==> src/rtl/serial_mag_comp.sv <==
// -----------------------------------------------------------------------------
// serial_mag_comp
//
// Bit-serial WIDTH-bit magnitude comparator. Two operands are captured on an
// accepted start pulse and scanned MSB-first, one bit per clock. The first
// differing bit decides the result. Once the scan ends, a one-cycle valid pulse
// marks lt/gt/eq as final. Results then hold until the next accepted start.
//
// Parameters
//   WIDTH   operand width in bits, 2..64
//   SIGNED  0 = unsigned compare, 1 = two's-complement compare
//
// Ports
//   clk     in   1      rising-edge clock
//   rst_n   in   1      synchronous reset, active low
//   start   in   1      request; only honoured while busy=0 (IDLE or DONE)
//   a       in   WIDTH  operand A, captured on an accepted start
//   b       in   WIDTH  operand B, captured on an accepted start
//   busy    out  1      compare in progress; start is ignored
//   valid   out  1      one-cycle pulse; lt/gt/eq are final
//   lt      out  1      A < B
//   gt      out  1      A > B
//   eq      out  1      A == B
//
// Build option
//   SERIAL_MAG_COMP_EARLY_EXIT_EN
//     Defined:   RUN ends on the edge that finds the first differing bit.
//                Latency = (MSB index - differing bit index) + 2 cycles.
//     Undefined: constant latency of WIDTH+1 cycles for every operand pair.
//   lt/gt/eq values are identical in both builds.
// -----------------------------------------------------------------------------
module serial_mag_comp #(
  parameter int WIDTH  = 8,
  parameter bit SIGNED = 1'b0
) (
  input  logic             clk,
  input  logic             rst_n,
  input  logic             start,
  input  logic [WIDTH-1:0] a,
  input  logic [WIDTH-1:0] b,
  output logic             busy,
  output logic             valid,
  output logic             lt,
  output logic             gt,
  output logic             eq
);

  localparam int CW = (WIDTH > 1) ? $clog2(WIDTH) : 1;
  localparam logic [CW-1:0] CNT_MAX  = CW'(WIDTH - 1);
  localparam logic [CW-1:0] CNT_ZERO = CW'(0);
  localparam logic [CW-1:0] CNT_ONE  = CW'(1);

  typedef enum logic [1:0] {
    S_IDLE = 2'd0,
    S_RUN  = 2'd1,
    S_DONE = 2'd2
  } state_e;

  state_e             state_q, state_d;
  logic [WIDTH-1:0]   a_sh_q, a_sh_d;
  logic [WIDTH-1:0]   b_sh_q, b_sh_d;
  logic [CW-1:0]      cnt_q, cnt_d;
  logic               found_q, found_d;
  logic               dec_gt_q, dec_gt_d;
  logic               busy_q, busy_d;
  logic               valid_q, valid_d;
  logic               lt_q, lt_d;
  logic               gt_q, gt_d;
  logic               eq_q, eq_d;

  logic               bit_a_s;
  logic               bit_b_s;
  logic               diff_s;
  logic               at_msb_s;
  logic               bit_gt_s;
  logic               hit_s;
  logic               last_s;
  logic               finish_s;
  logic               fin_found_s;
  logic               fin_gt_s;
  logic               accept_s;

  // Bit-slice evaluation of the current scan position.
  always_comb begin
    // The shift registers move left each RUN edge, so the bit at
    // position cnt_q of the captured operand always sits in the MSB slot.
    bit_a_s  = a_sh_q[WIDTH-1];
    bit_b_s  = b_sh_q[WIDTH-1];
    diff_s   = bit_a_s ^ bit_b_s;
    at_msb_s = (cnt_q == CNT_MAX);
    // A sign-bit difference means the operand with the 1 is negative,
    // so the sense flips in two's-complement mode.
    if (SIGNED && at_msb_s) begin
      bit_gt_s = bit_b_s;
    end else begin
      bit_gt_s = bit_a_s;
    end
    hit_s       = diff_s & ~found_q;
    last_s      = (cnt_q == CNT_ZERO);
    fin_found_s = found_q | diff_s;
    fin_gt_s    = found_q ? dec_gt_q : bit_gt_s;
`ifdef SERIAL_MAG_COMP_EARLY_EXIT_EN
    finish_s    = last_s | hit_s;
`else
    finish_s    = last_s;
`endif
    // busy is low in IDLE and DONE, so a start there is taken.
    accept_s    = start & (state_q != S_RUN);
  end

  // Next-state and next-output logic of the compare FSM.
  always_comb begin
    state_d  = state_q;
    a_sh_d   = a_sh_q;
    b_sh_d   = b_sh_q;
    cnt_d    = cnt_q;
    found_d  = found_q;
    dec_gt_d = dec_gt_q;
    busy_d   = busy_q;
    valid_d  = 1'b0;
    lt_d     = lt_q;
    gt_d     = gt_q;
    eq_d     = eq_q;

    case (state_q)
      S_IDLE, S_DONE: begin
        if (accept_s) begin
          state_d  = S_RUN;
          a_sh_d   = a;
          b_sh_d   = b;
          cnt_d    = CNT_MAX;
          found_d  = 1'b0;
          dec_gt_d = 1'b0;
          busy_d   = 1'b1;
          lt_d     = 1'b0;
          gt_d     = 1'b0;
          eq_d     = 1'b0;
        end else begin
          state_d  = S_IDLE;
          busy_d   = 1'b0;
        end
      end

      S_RUN: begin
        // Only the first difference is recorded; later bits are ignored.
        if (hit_s) begin
          found_d  = 1'b1;
          dec_gt_d = bit_gt_s;
        end else begin
          found_d  = found_q;
          dec_gt_d = dec_gt_q;
        end

        if (finish_s) begin
          state_d = S_DONE;
          busy_d  = 1'b0;
          valid_d = 1'b1;
          gt_d    = fin_found_s & fin_gt_s;
          lt_d    = fin_found_s & ~fin_gt_s;
          eq_d    = ~fin_found_s;
        end else begin
          state_d = S_RUN;
          a_sh_d  = {a_sh_q[WIDTH-2:0], 1'b0};
          b_sh_d  = {b_sh_q[WIDTH-2:0], 1'b0};
          // Guarded decrement: the counter never wraps below zero.
          if (cnt_q != CNT_ZERO) begin
            cnt_d = cnt_q - CNT_ONE;
          end else begin
            cnt_d = cnt_q;
          end
        end
      end

      default: begin
        state_d = S_IDLE;
        busy_d  = 1'b0;
        lt_d    = 1'b0;
        gt_d    = 1'b0;
        eq_d    = 1'b0;
      end
    endcase
  end

  // FSM state register.
  always_ff @(posedge clk) begin
    if (!rst_n) begin
      state_q <= S_IDLE;
    end else begin
      state_q <= state_d;
    end
  end

  // Operand shifters, bit counter, decision flags and registered outputs.
  always_ff @(posedge clk) begin
    if (!rst_n) begin
      a_sh_q   <= {WIDTH{1'b0}};
      b_sh_q   <= {WIDTH{1'b0}};
      cnt_q    <= CNT_ZERO;
      found_q  <= 1'b0;
      dec_gt_q <= 1'b0;
      busy_q   <= 1'b0;
      valid_q  <= 1'b0;
      lt_q     <= 1'b0;
      gt_q     <= 1'b0;
      eq_q     <= 1'b0;
    end else begin
      a_sh_q   <= a_sh_d;
      b_sh_q   <= b_sh_d;
      cnt_q    <= cnt_d;
      found_q  <= found_d;
      dec_gt_q <= dec_gt_d;
      busy_q   <= busy_d;
      valid_q  <= valid_d;
      lt_q     <= lt_d;
      gt_q     <= gt_d;
      eq_q     <= eq_d;
    end
  end

  assign busy  = busy_q;
  assign valid = valid_q;
  assign lt    = lt_q;
  assign gt    = gt_q;
  assign eq    = eq_q;

endmodule
==> config.mk <==
export PLATFORM = sky130hd
export DESIGN_NAME = serial_mag_comp
export DESIGN_NICKNAME = d
export VERILOG_FILES = /design/src/rtl/serial_mag_comp.sv
export SDC_FILE = /design/constraint.sdc
export NUM_CORES = 1
export LEC_CHECK = 0
export CAP_MARGIN = 20
export CORE_MARGIN = 2
export CORE_UTILIZATION = 46
export CTS_CLUSTER_DIAMETER = 50
export DETAILED_ROUTE_END_ITERATION = 8
export PLACE_DENSITY = 0.8
export SYNTH_ARGS = -nofsm -noshare
export SYNTH_HDL_FRONTEND = slang
export SYNTH_SLANG_ARGS = --single-unit
==> constraint.sdc <==
create_clock -name clk -period 1.4 [get_ports clk]
set_input_delay 0.14 -clock clk [delete_from_list [all_inputs] [get_ports clk]]
set_output_delay 0.14 -clock clk [all_outputs]
set_load 0.005 [all_outputs]
Word-level counts from Yosys, hierarchy flattened
Cells that the tools add are included.

storage, ports and cells
  output and inout bits = 5
  register bits after elaboration = 28
  word-level logic and storage cells = 68

operators by class
  reduce and logical (&&, ||, !) cells = 10
  $add $sub $neg = 1
  bitwise logic cells = 9
  muxes and demuxes = 29
  equal/unequal tests = 8

operator list
  operator                                                                  number
  8-bit 2-to-1 mux                                                          4
  8-bit one-hot mux with 2 select lines                                     2
  1-bit one-hot mux with 2 select lines                                     6
  1-bit 2-to-1 mux                                                          11
  2-bit inequality test (second input constant)                             5
  3-bit 2-to-1 mux                                                          3
  3-bit one-hot mux with 2 select lines                                     1
  3-bit AND reduction                                                       2
  1-bit AND                                                                 4
  2-bit one-hot mux with 2 select lines                                     1
  2-bit AND reduction                                                       2
  4-bit AND reduction                                                       1
  3-bit zero test                                                           1
  1-bit inverter                                                            3
  3-bit nonzero test                                                        1
  3-bit by 1-bit subtractor with 3-bit output (second input constant)       1
  2-bit by 1-bit equality test with 1-bit output (second input constant)    1
  2-bit equality test (second input constant)                               1
  2-bit zero test                                                           1
  2-bit 2-to-1 mux                                                          1
  2-bit by 1-bit inequality test with 1-bit output (second input constant)  1
  2-bit nonzero test                                                        1
  2-bit OR reduction                                                        1
  1-bit OR                                                                  1
  1-bit XOR                                                                 1

Longest topological paths before layout
Gate-level depths: netlist (run 1).

  depth in word-level cells = 5
  gate-level depth with buffers = 6
  gate-level depth less buffers = 5

Least setup slack after synthesis (run 1)
Ideal clock, no wire load.

  kind = register to register
  from = register cnt_q[0]
  to = register eq_q (netlist: eq)
  stages on the path, launching flop included = 6
  library setup time = 0.121 ns
  slack = -0.026 ns
  clock period less this slack = 1.426 ns
  arrival time = 1.305 ns
  required time = 1.279 ns
  path through = dfxtp_1 -> inv_1 -> ha_1 -> and2b_1 -> o22ai_1 -> mux2_2

between the ends
  cells in the longest elaborated chain, start to end = 3

ends and longest elaborated chain
  element                                 line  text
  start, declared                         62    logic [CW-1:0] cnt_q, cnt_d;
  start signal, assigned                  209   cnt_q <= cnt_d;
  3-bit zero test                         99    last_s = (cnt_q == CNT_ZERO);
  2-bit inequality test (no source line)  -
  2-bit AND reduction (no source line)    -
  end signal, assigned                    216   eq_q <= eq_d;
  end, declared                           69    logic eq_q, eq_d;

No other way between the ends.
A chain may end at the register's enable or synchronous reset.

Worst setup path after layout (run 1)
  from = register cnt_q[0]
  to = register cnt_q[2]

between the ends
  cells in the longest elaborated chain, start to end = 4

ends and longest elaborated chain
  element                                      line  text
  3-bit by 1-bit subtractor with 3-bit output  167   cnt_d = cnt_q - CNT_ONE;
  3-bit 2-to-1 mux                             166   if (cnt_q != CNT_ZERO) begin
  3-bit 2-to-1 mux                             154   if (finish_s) begin
  3-bit one-hot mux with 2 select lines        125   case (state_q)

Several ways; a longest one is shown, not always the timed one. The select of a mux whose other input is x is not followed.

==> results of run 1 <==
[cells in the final DEF, fill, tap and decap left out, types with 2 or more instances in the layout]
cell and count:
sky130_fd_sc_hd__a211oi_1 2, sky130_fd_sc_hd__mux2i_1 15, sky130_fd_sc_hd__ha_4 2, sky130_fd_sc_hd__buf_4 15
sky130_fd_sc_hd__o21ai_0 2, sky130_fd_sc_hd__nor2_1 16, sky130_fd_sc_hd__o21ai_1 2, sky130_fd_sc_hd__nor3_2 2
sky130_fd_sc_hd__dfxtp_2 5, sky130_fd_sc_hd__a32o_1 2, sky130_fd_sc_hd__buf_6 2, sky130_fd_sc_hd__clkdlybuf4s50_1 23
sky130_fd_sc_hd__clkbuf_4 3, sky130_fd_sc_hd__a221oi_1 2, sky130_fd_sc_hd__nand3_1 2, sky130_fd_sc_hd__nand2_1 4
sky130_fd_sc_hd__inv_2 2, sky130_fd_sc_hd__nand2b_1 4, sky130_fd_sc_hd__a221oi_2 12, sky130_fd_sc_hd__dfxtp_1 23
sky130_fd_sc_hd__buf_12 2, sky130_fd_sc_hd__a22oi_1 2
[metrics by stage]
stage / power, mW / setup WS (ps)
finish: 2.10 / -31.4
floorplan: 1.24 / 32.8
global route: 2.20 / -107
detailed placement: 1.43 / -149
CTS: 2.00 / -12.6
global placement: 1.40 / -36.7
[logic make-up (layout without fill, tap and decap cells)]
family | after synthesis | count (layout) | share of synthesized area (%)
buffers and inverters | 15 | 50 | 6.93
multiplexers | 16 | 16 | 12.4
AO/OA/AOI/OAI | 32 | 32 | 20.0
flip-flops | 28 | 28 | 43.1
adder cells (fa/ha/maj) | 2 | 2 | 1.92
XOR/XNOR | 1 | 1 | 0.674
AND/OR/NAND/NOR | 38 | 38 | 14.9
[state kept, by name (all words and copies together), names as in the netlist]
name and cells:
gt 1, cnt_q 3, lt 1, valid 1, state_q 2, busy 1
eq 1, b_sh_q 8, a_sh_q 8, dec_gt_q 1, found_q 1
[power by group]
group / internal [mW] / switching [mW] / leakage, nW / total, mW
Clock: 0.290 / 0.251 / 0.0279 / 0.542
Combinational: 0.319 / 0.296 / 0.509 / 0.615
Sequential: 0.880 / 0.0604 / 0.233 / 0.940
Total: 1.49 / 0.608 / 0.770 / 2.10
[worst register-to-register path: stages, from the launching register on]
cell                      delay [ps]
sky130_fd_sc_hd__dfxtp_2         350
sky130_fd_sc_hd__inv_2            70
sky130_fd_sc_hd__buf_6           110
sky130_fd_sc_hd__ha_4            120
sky130_fd_sc_hd__inv_2            30
sky130_fd_sc_hd__or4_1           470
sky130_fd_sc_hd__a31oi_1         210
[path summary, 6_finish.rpt]
check | from | to | slack [ps] | cells past startpoint
worst min register to register | b_sh_q[0] | b_sh_q[0] | 470 | 2
worst min-delay path | b[0] | b_sh_q[0] | 350 | 3
worst max-delay path | cnt_q[0] | cnt_q[2] | -30 | 6
worst max register to register | cnt_q[0] | cnt_q[2] | -30 | 6
[layer usage]
layer  GRT usage [%]  wire [microns]
met5               0               0
met4            5.98              27
met3            4.76             130
met2            37.6            1720
met1            22.8            1410
[cell type report]
cell class              count  area [sq um]
inverters                   4          17.5
multi-input cells          89           793
clock inverters             1          30.0
flip-flops and latches     28           567
clock buffers               3          22.5
well taps                  31          38.8
repair buffers             42           405
fillers                   197           836
[what timing repair did]
item | CTS | global route
endpoints found under the setup margin | 17 | 25
setup buffers | 1 | 2
pin swaps | 2 | 6
resized for setup | 14 | 23
hold buffers | 0 | 0
==> flow_summary.toml, run 1 <==
[global_route]
grt_antenna_before_repair = 0
globalRouteTotalUtil_pct = 20.2
grt_pass1_vias = 1192
overall_overflow_remaining_after_global_route = 0
grt_first_pass_wirelength_mm = 5.24
grt_max_degree = 20

[finish]
area_growth_syn_to_layout_pct = 44.2
layout-drive-gt1-share_pct = 32.9
total_number_of_nets_in_the_final_design = 189
layout.core_utilization_pct = 69.2
antenna_cells_inserted = 0
stdcell_count = 198
postLayoutCellArea_sq_mm = 0.00187

[die]
rows = 19
num_io_pins = 24
die_extent_in_x_microns = 57.2
die-area_sq_mm = 0.00327
core_area_sq_mm = 0.00271
die_h_microns = 57.2
floorplan.initialDensity_pct = 48.0

[worst_setup_path]
crit_path_max_incr_delay_ps = 470
cp_num_buf_inv = 3
cp_top_family = "simple AND/OR/NAND/NOR gates"
cp_common_cell = "sky130_fd_sc_hd__inv_2"
path_max_fanout = 2
critPathSlowestCell = "sky130_fd_sc_hd__or4_1"
critical_path.cell_chain = "inv_2 > buf_6 > ha_4 > inv_2 > or4_1 > a31oi_1"
endpoint_kind = "flop"
cp.arrival_ps = 1700
startpoint_type = "flop"
criticalPathCategory = "flop to flop"
cp_data_required_time_ps = 1670

[clock_network]
worst_skew_pair.late_latency_ps = 340
clkSlewWorstSetupHoldPaths_ps = 160
tritoncts_clock_tree = "built"
clock-sinks = 28
cts-buffers-inserted = 3
clock_tree.buffer_depth = 2
cts.root.buffer_cell = "sky130_fd_sc_hd__clkbuf_4"
cts_htree_levels = 1

[sta]
rsz_0062_raised_after_global_routing = "yes"
timing.clock.skew_ps = 6.51
setup_violations = 1
hold_violations = 0
final_period_demand_of_the_worst_path_ps = 1430
finalWorstSetupSlack_ps = -31.4
timing.fmax_mhz = 699
layout_worst_path_cycle_share_pct = 102
slew_viol_final = 0
slew-limit-headroom_pct = 76.2
tightest_slew_ps = 352
fin_worst_hold_slack_ps = 351
setup-tns-final_ps = -31.4

[logic_synthesis]
yosys.cell_count.top_type = "sky130_fd_sc_hd__dfxtp_1"
postSynthRegisterBits = 28
syn-num-nets = 153
avgSynthCellArea_sq_um = 9.85
synth.lib_cells_used.distinct = 35
yosys_most_used_dff = "sky130_fd_sc_hd__dfxtp_1"
postSynth.asyncResetShare_pct = 0
synth_seq_area_share_pct = 43.1
warnings_synthesis = 0
synth.top_cells.by_area = "sky130_fd_sc_hd__dfxtp_1, sky130_fd_sc_hd__mux2i_1, sky130_fd_sc_hd__a221oi_1"
synth_commonest_cells = "sky130_fd_sc_hd__dfxtp_1, sky130_fd_sc_hd__nor2_1, sky130_fd_sc_hd__mux2i_1, sky130_fd_sc_hd__a221oi_1, sky130_fd_sc_hd__nand2b_1"
top_cell_type_s_share_of_synthesized_area_pct = 43.1
yosysTopAreaCell = "sky130_fd_sc_hd__dfxtp_1"
synth_cells = 132
post_synth_edffs = 0
post_synth_instance_area_sq_mm = 0.00130

[pwr]
power_density_mw_per_mm2 = 1120
static-leakage-power_nw = 0.770
vdd_ir_drop_max_mv = 1.03

[detailed_routing]
postRouteWirelength_mm = 3.29
drt-initial-drc-count = 33
dr.pass1.iters = 4
via_per_inst = 5.84
detail_route.drc_violations = 0
vias = 1157
avgRoutedWirePerCell_microns = 16.6
antenna_violating_nets_post_route = 0

[status]
run_status = "complete, but fails checks"
violations = "setup timing"

[min_path]
hp-class = "input pin to flop"

[placed_design]
placed_area_sq_mm = 0.00165
placement.io_buffers = 23
detailed_place_hpwl_mm = 2.18
dp.cells = 191
gpl.final_weighted_congestion = 0.801

[run]
cap_violations = 0
Power figures use the tool's default switching activity.
==> inputs of run 2 (changes only) <==
--- a/config.mk
+++ b/config.mk
@@ -14,3 +14,4 @@
 export SYNTH_ARGS = -nofsm -noshare
 export SYNTH_HDL_FRONTEND = slang
 export SYNTH_SLANG_ARGS = --single-unit
+export TNS_END_PERCENT = 20
==> run 2 against run 1 <==
Effect of this change:
- the flow still finishes with violations (setup timing)
- first-iteration DRC count decreased by 3.0%
- clock skew grew 3.3 ps
- fmax shrank 0.58%
- core utilization down 0.65 points
- wire length is 2.5% lower
- combinational power is 2% lower
- die area stayed put
- critical endpoint unchanged
- largest cell class unchanged
==> flow_summary.toml, run 2 (synthesis gave the netlist of run 1 again) <==
[sta]
finalWorstSetupSlack_ps = -39.8
hold_violations = 0
setup-tns-final_ps = -39.8
final_period_demand_of_the_worst_path_ps = 1440
slew-limit-headroom_pct = 75.8
tightest_slew_ps = 358
setup_violations = 1
layout_worst_path_cycle_share_pct = 103
timing.fmax_mhz = 695
slew_viol_final = 0
rsz_0062_raised_after_global_routing = "yes"
timing.clock.skew_ps = 9.86

[detailed_routing]
postRouteWirelength_mm = 3.21
antenna_violating_nets_post_route = 0
via_per_inst = 5.87
vias = 1163
dr.pass1.iters = 4
drt-initial-drc-count = 32
detail_route.drc_violations = 0
avgRoutedWirePerCell_microns = 16.2

[finish]
layout.core_utilization_pct = 68.5
top_regs = "a_sh_q x8, b_sh_q x8, cnt_q x3"
layout.cells.most_common_list = "sky130_fd_sc_hd__dfxtp_1, sky130_fd_sc_hd__clkdlybuf4s50_1, sky130_fd_sc_hd__nor2_1, sky130_fd_sc_hd__mux2i_1, sky130_fd_sc_hd__buf_4"
antenna_cells_inserted = 0
area_growth_syn_to_layout_pct = 42.8
stdcell_count = 198
layout-drive-gt1-share_pct = 31.1
total_number_of_nets_in_the_final_design = 189

[worst_setup_path]
startpoint_type = "flop"
regToRegSetupSlack_ps = -40
timing.rr.end = "cnt_q[2]"
cp.arrival_ps = 1710
worstRegToRegCells = 6
endpoint_kind = "flop"
crit_path_max_incr_delay_ps = 470
cp_data_required_time_ps = 1670
path_max_fanout = 2
critPathSlowestCell = "sky130_fd_sc_hd__or4_1"
critical_path.cell_chain = "inv_2 > buf_6 > ha_4 > inv_2 > or4_1 > a31oi_1"
critical_path.reg2reg.startpoint = "cnt_q[0]"
cp_common_cell = "sky130_fd_sc_hd__inv_2"
criticalPathCategory = "flop to flop"

[global_route]
globalRouteTotalUtil_pct = 19.9
grt_pass1_vias = 1174
grt_antenna_before_repair = 0
overall_overflow_remaining_after_global_route = 0
grt_first_pass_wirelength_mm = 5.15
grt_max_degree = 20

[clock_network]
clock_tree.buffer_depth = 2
worst_skew_pair.late_latency_ps = 340
cts-buffers-inserted = 3
clkSlewWorstSetupHoldPaths_ps = 160
cts_hold_buffers = 0
cts_htree_levels = 1
tritoncts_clock_tree = "built"
clock-sinks = 28
cts.root.buffer_cell = "sky130_fd_sc_hd__clkbuf_4"

[min_path]
worst_hold_path.num_cells = 3
min_delay_worst_endpoint = "a_sh_q[0]"
min-delay-start = "a[0]"
hp-class = "input pin to flop"

[die]
die_extent_in_x_microns = 57.2
core_area_sq_mm = 0.00271
rows = 19
floorplan.initialDensity_pct = 48.0
die-area_sq_mm = 0.00327
num_io_pins = 24
die_h_microns = 57.2

[placed_design]
placement.io_buffers = 23
gpl.final_weighted_congestion = 0.801
detailed_place_hpwl_mm = 2.18
dp.cells = 191

[status]
run_status = "complete, but fails checks"
violations = "setup timing"

[pwr]
vdd_ir_drop_max_mv = 1.02
static-leakage-power_nw = 0.767
power_density_mw_per_mm2 = 1120

[run]
cap_violations = 0
run 2: cell counts in the layout (fill, tap and decap cells not counted):
Identical to the previous run, type by type.
run 2: repair_timing:
item	CTS	global route
endpoints found under the setup margin	17	25
setup buffers	1	2
pin swaps	2	5
resized for setup	10	23
run 2: worst max path at each step:
stage             start         to  slack, ps  cells past startpoint
5_1_grt        cnt_q[0]   cnt_q[2]       -110                      6
3_3_place_gp      start   cnt_q[1]        -40                      5
4_1_cts        cnt_q[0]         eq        -10                      5
6_report       cnt_q[0]   cnt_q[2]        -40                      6
2_1_floorplan  cnt_q[0]  a_sh_q[4]         30                      6
3_5_place_dp      start  a_sh_q[3]       -150                      5
run 2: cell type report:
type                       count  area (sq um)
clock buffer                   3          22.5
tap                           31          38.8
clock inverter                 1          30.0
inverter                       4          17.5
fill                         198           853
multi-input combinational     89           776
timing repair buffer          42           405
sequential                    28           567
run 2: worst max-delay path: cells and delay by family (launching register included):
family | cells | cell delay [ps]
simple gates | 1 | 470
compound gates | 1 | 210
buf+inv | 3 | 220
fa+ha+maj | 1 | 120
flops | 1 | 360
run 2: through the flow:
step | worst slack, ps | hold WS (ps) | power [mW] | cell area (sq um)
finish | -39.8 | 359 | 2.08 | 1860
global route | -114 | 342 | 2.19 | 1860
CTS | -12.6 | 363 | 1.99 | 1730
detailed placement | -149 | 458 | 1.43 | 1650
global placement | -36.7 | 453 | 1.40 | 1650
floorplan | 32.8 | 270 | 1.24 | 1310
run 2: power breakdown:
part	internal [mW]	leakage (nW)	total, mW	switching (mW)
Sequential	0.880	0.233	0.939	0.0590
Combinational	0.316	0.506	0.602	0.286
Clock	0.290	0.0279	0.543	0.253
Total	1.49	0.767	2.08	0.598
run 2: routing by layer:
| metal | part of all wire, % | routed length (microns) | global-route usage (%) |
|---|---|---|---|
| met5 | 0 | 0 | 0 |
| met3 | 3.6 | 115 | 4.76 |
| met2 | 51 | 1640 | 36.8 |
| met4 | 0.84 | 27 | 5.98 |
| met1 | 44 | 1420 | 22.6 |
